<file path="config.mk">
export PLATFORM = sky130hd
export DESIGN_NAME = bus_arbiter_16
export DESIGN_NICKNAME = d
export VERILOG_FILES = /design/src/rtl/arb_pkg.sv /design/src/rtl/rr_pick16.sv /design/src/rtl/bus_arbiter_16.sv
export SDC_FILE = /design/constraint.sdc
export NUM_CORES = 1
export LEC_CHECK = 0
export CAP_MARGIN = 0
export CELL_PAD_IN_SITES_DETAIL_PLACEMENT = 1
export CELL_PAD_IN_SITES_GLOBAL_PLACEMENT = 1
export CORE_ASPECT_RATIO = 1.1
export CORE_MARGIN = 2
export CORE_UTILIZATION = 40
export DETAILED_ROUTE_END_ITERATION = 12
export HOLD_SLACK_MARGIN = 0.02
export PLACE_DENSITY = 0.77
export SLEW_MARGIN = 0
export SYNTH_ARGS = -nofsm -noshare
export SYNTH_HDL_FRONTEND = slang
export SYNTH_HIERARCHICAL = 1
export SYNTH_SLANG_ARGS = --single-unit
export TNS_END_PERCENT = 100
</file>
<file path="constraint.sdc">
create_clock -name clock -period 4.7 [get_ports clock]
set_input_delay 0.94 -clock clock [delete_from_list [all_inputs] [get_ports clock]]
set_output_delay 0.94 -clock clock [all_outputs]
set_load 0.1 [all_outputs]
</file>
<file path="src/rtl/arb_pkg.sv">
// rtl/arb_pkg.sv - shared constants and helpers for the 16-way bus arbiter
package arb_pkg;

    localparam int NUM_REQ = 16;
    localparam int SEL_W   = 4;
    localparam int STATE_W = 2;

    typedef logic [STATE_W-1:0] state_t;

    localparam state_t ST_IDLE = 2'd0;
    localparam state_t ST_BUSY = 2'd1;
    localparam state_t ST_TURN = 2'd2;

    // Decode an owner index into its one-hot grant vector.
    function automatic logic [NUM_REQ-1:0] onehot16(input logic [SEL_W-1:0] idx);
        return NUM_REQ'(1) << idx;
    endfunction

endpackage

</file>
<file path="src/rtl/rr_pick16.sv">
// rtl/rr_pick16.sv - combinational round-robin picker, search starts after ptr
module rr_pick16
    import arb_pkg::*;
(
    input  logic [NUM_REQ-1:0] req,
    input  logic [SEL_W-1:0]   ptr,
    output logic               found,
    output logic [SEL_W-1:0]   idx
);

    logic [SEL_W-1:0]     start;
    logic [2*NUM_REQ-1:0] dbl;
    logic [NUM_REQ-1:0]   rot;
    logic [SEL_W-1:0]     off;

    // Rotate so the requester just after the last owner lands at bit 0.
    assign start = ptr + SEL_W'(1);
    assign dbl   = {req, req};
    assign rot   = dbl[start +: NUM_REQ];

    // Lowest set bit of the rotated vector is the nearest requester in ring order.
    always_comb begin
        off = '0;
        for (int i = NUM_REQ - 1; i >= 0; i--) begin
            if (rot[i]) begin
                off = SEL_W'(i);
            end
        end
    end

    // Un-rotate: the 4-bit add wraps naturally modulo 16.
    assign idx   = start + off;
    assign found = |req;

endmodule

</file>
<file path="src/rtl/bus_arbiter_16.sv">
// rtl/bus_arbiter_16.sv - round-robin owner/select generator for a 16:1 shared bus
module bus_arbiter_16
    import arb_pkg::*;
#(
    parameter int MAX_HOLD = 8
) (
    input  logic                 clock,
    input  logic                 reset,
    input  logic [NUM_REQ-1:0]   req,
    output logic [SEL_W-1:0]     select,
    output logic [NUM_REQ-1:0]   grant,
    output logic                 bus_valid,
    output logic                 preempt
);

    state_t             state;
    state_t             state_nxt;
    logic [SEL_W-1:0]   ptr;
    logic [SEL_W-1:0]   ptr_nxt;
    logic [7:0]         hold_cnt;
    logic [7:0]         hold_nxt;
    logic [SEL_W-1:0]   select_nxt;
    logic [NUM_REQ-1:0] grant_nxt;
    logic               preempt_nxt;

    logic               pick_found;
    logic [SEL_W-1:0]   pick_idx;
    logic               owner_req;
    logic               hold_last;

    rr_pick16 u_pick (
        .req   (req),
        .ptr   (ptr),
        .found (pick_found),
        .idx   (pick_idx)
    );

    assign owner_req = req[select];
    assign hold_last = (hold_cnt == 8'(MAX_HOLD - 1));

    // State register.
    always_ff @(posedge clock) begin
        if (!reset) begin
            state <= ST_IDLE;
        end else begin
            state <= state_nxt;
        end
    end

    // Next-state: IDLE and TURN both arbitrate; BUSY leaves on release or hold expiry.
    always_comb begin
        state_nxt = state;
        case (state)
            ST_IDLE, ST_TURN: state_nxt = pick_found ? ST_BUSY : ST_IDLE;
            ST_BUSY:          if (!owner_req || hold_last) state_nxt = ST_TURN;
            default:          state_nxt = ST_IDLE;
        endcase
    end

    // Next values for the registered outputs, pointer and hold counter.
    always_comb begin
        select_nxt  = select;
        grant_nxt   = grant;
        preempt_nxt = 1'b0;
        ptr_nxt     = ptr;
        hold_nxt    = hold_cnt;
        case (state)
            ST_IDLE, ST_TURN: begin
                grant_nxt = '0;
                if (pick_found) begin
                    select_nxt = pick_idx;
                    grant_nxt  = onehot16(pick_idx);
                    ptr_nxt    = pick_idx;
                    hold_nxt   = '0;
                end
            end
            ST_BUSY: begin
                hold_nxt = hold_cnt + 8'd1;
                if (!owner_req || hold_last) begin
                    grant_nxt   = '0;
                    // Only a forced hand-over (owner still asking) is flagged.
                    preempt_nxt = owner_req;
                end
            end
            default: begin
                grant_nxt = '0;
            end
        endcase
    end

    // Output, pointer and counter registers; ptr resets to 15 so the first search starts at 0.
    always_ff @(posedge clock) begin
        if (!reset) begin
            select   <= '0;
            grant    <= '0;
            preempt  <= 1'b0;
            ptr      <= SEL_W'(NUM_REQ - 1);
            hold_cnt <= '0;
        end else begin
            select   <= select_nxt;
            grant    <= grant_nxt;
            preempt  <= preempt_nxt;
            ptr      <= ptr_nxt;
            hold_cnt <= hold_nxt;
        end
    end

    assign bus_valid = (|grant) & owner_req;

endmodule
</file>
==> flow_metrics.tcl <==
set metrics [dict create \
    die_x_um 86.0 \
    synth_area_per_cell_um2 9.46 \
    path_cells "clkdlybuf4s50_1 -> mux2i_2 -> mux2_2 -> mux4_2 -> and2_1 -> a211oi_2 -> a211oi_2 -> o21a_1 -> ha_1 -> a21o_1 -> a21oi_1 -> xnor2_1 -> xnor2_2 -> or3_1 -> o22ai_1" \
    dpl.hpwl_um 6920 \
    ios 40 \
    grtUsageTotal_pct 22.4 \
    crit_slowest_cell "clkdlybuf4s50_1" \
    die_h_um 94.2 \
    fin_crit_sh_pct 95.9 \
    drv_cap 0 \
    initial_core_util_pct 41.8 \
    drt_iter0_drc 113 \
    tns_ps 0 \
    netlist_area_mm2 0.00296 \
    yosysWarnings 6 \
    row_count 32 \
    core_mm2 0.00709 \
    die_area_mm2 0.00811 \
    max_stage_delay_ps 600 \
    postCtsHoldBufs 0 \
    synth_ff_type "dfxtp_1" \
    finalHoldViolations 0 \
    period_minus_slack_ps 4510 \
    synth.most_common_cell "dfxtp_1" \
    synth-seq-cells 35 \
    drt_drc_violations_left 0 \
    grt_pass1_vias 2868 \
    setup_viol 0 \
    num_vias 2751 \
    start_kind "input port" \
    route.detailed.wl_per_inst_um 19.1 \
    synth.largest_area_cell "dfxtp_1" \
    postRouteAntennaNets 0 \
    yosysSeqAreaShare_pct 23.7 \
    antenna_found_initial 0 \
    yosysUniqueCellTypes 59 \
    numCtsBuffers 5 \
    synth.area.top_cells "dfxtp_1 (24%), mux2i_1 (11%), mux4_2 (8.4%)" \
    routed_wl_um 8760 \
    cp.required_ps 4930 \
    status "finished, final reports clean" \
    cts_root_buf "clkbuf_8" \
    insertion_delay_ps 300 \
    min_path_type "reg -> reg" \
    cp_top_family "compound AO/OA/AOI/OAI gates" \
    routabilityCongestion 0.943 \
    synth_nets 337 \
    io_buffer_count 39 \
    clock-sinks 35 \
    diodes 0 \
    cts_tree "done" \
    finalMaxSlewViolations 0 \
    drive_above_1_share_pct 23.5 \
    clock_path_buffers 2 \
    critPathArrivalTime_ps 4730 \
    synth_top_area_share_pct 23.7 \
    post_cts_resize_count 0 \
    crit_type "in -> reg" \
    relSlewSlack_pct 34.0 \
    synth-edff-count 0 \
    clk_pin_slew_worst_paths_ps 80 \
    syn2layout_area_growth_pct 24.8 \
    yosys-top-cells-count "dfxtp_1 (35), mux2i_1 (33), nand2_1 (33)" \
    postSynthCellCount 313 \
    cts_max_level 2 \
    grt_first_pass_wirelength_um 14400 \
    timing.fmax_mhz 222 \
    grt_max_degree 26 \
    grt_remaining_overflow 0 \
    post-cts-setup-buffer-count 0 \
    firstDrtPassIters 4 \
    tightest_slew_ps 987 \
    cpMostUsedCell "a211oi_2" \
    viasPerCell 5.99 \
    ys_async_sr_fraction_pct 0 \
    path_buf_inv 1 \
    critPathCaptureType "flop" \
    path_max_fanout 4 \
    fin_nets 397 \
    fin_skew_ps 11.2 \
]
registers in the layout, summed over array words and instances (netlist names):
| signal | count |
|---|---|
| state | 2 |
| select | 4 |
| preempt | 1 |
| hold_cnt | 8 |
| ptr | 4 |
| grant | 16 |
logic make-up (layout without fill, tap and decap cells):
| group | count (synthesis) | in the layout | synth area share (%) |
|---|---|---|---|
| muxes | 68 | 68 | 31.3 |
| xor gates and xnor gates | 5 | 5 | 1.73 |
| buffers and inverters | 28 | 89 | 5.96 |
| adders and majority gates | 6 | 6 | 2.79 |
| DFF | 35 | 35 | 23.7 |
| AOI/OAI and AO/OA | 55 | 55 | 13.7 |
| and+or+nand+nor | 116 | 116 | 20.8 |
placed cells by master (no fill, tap or decap), drive strengths merged, types with 5 or more instances in the layout:
master / n
inv: 9
nand2: 35
clkbuf: 5
buf: 34
o21ai: 5
nand3: 29
and2: 6
a21oi: 5
mux2i: 33
mux4: 16
nor2b: 5
dfxtp: 35
nor2: 8
clkdlybuf4s50: 36
mux2: 19
ha: 5
a21boi: 5
nand2b: 5
o22ai: 20
nor4: 8
area by class of cell:
| cell class | instances | area [um2] |
|---|---|---|
| Sequential cell | 35 | 701 |
| Fill cell | 818 | 3390 |
| Timing Repair Buffer | 72 | 641 |
| Inverter | 9 | 33.8 |
| Clock inverter | 3 | 20.0 |
| Clock buffer | 5 | 68.8 |
| Multi-Input combinational cell | 250 | 2120 |
| Tap cell | 85 | 106 |
layer usage:
| metal | vias up | track usage (%) | wire length (um) |
|---|---|---|---|
| met2 | 55 | 41.3 | 4700 |
| met5 | - | 0 | 0 |
| li1 | 1317 | - | - |
| met4 | 0 | 5.42 | 116 |
| met1 | 1368 | 27.3 | 3690 |
| met3 | 11 | 2.90 | 243 |
tightest hold or removal path: cells and delay by family, from the launching register on:
kind	cells	cell delay (ps)
simple gates	2	130
flops	1	330
final timing paths:
path	from	end	slack [ps]	depth (start not counted)
worst max-delay path	req[7]	grant[5]	190	15
worst min-delay path	ptr[1]	ptr[1]	500	2
worst max register to register	ptr[1]	grant[5]	360	16
worst min register to register	ptr[1]	ptr[1]	500	2
through the flow:
step	hold WS [ps]	std cells	cell area [um2]	worst slack (ps)	utilization, %
after global placement	482	451	3570	-79.5	50.3
after floorplan	461	313	2960	393	-
after detailed placement	492	451	3570	-200	50.3
after CTS	504	459	3660	103	51.6
after global routing	535	459	3690	-25.9	52.1
final	503	459	3690	194	52.1
Power is left out: the tool's default activity adds up to more than one toggle a clock period on the data nets, which glitch-free logic cannot reach.
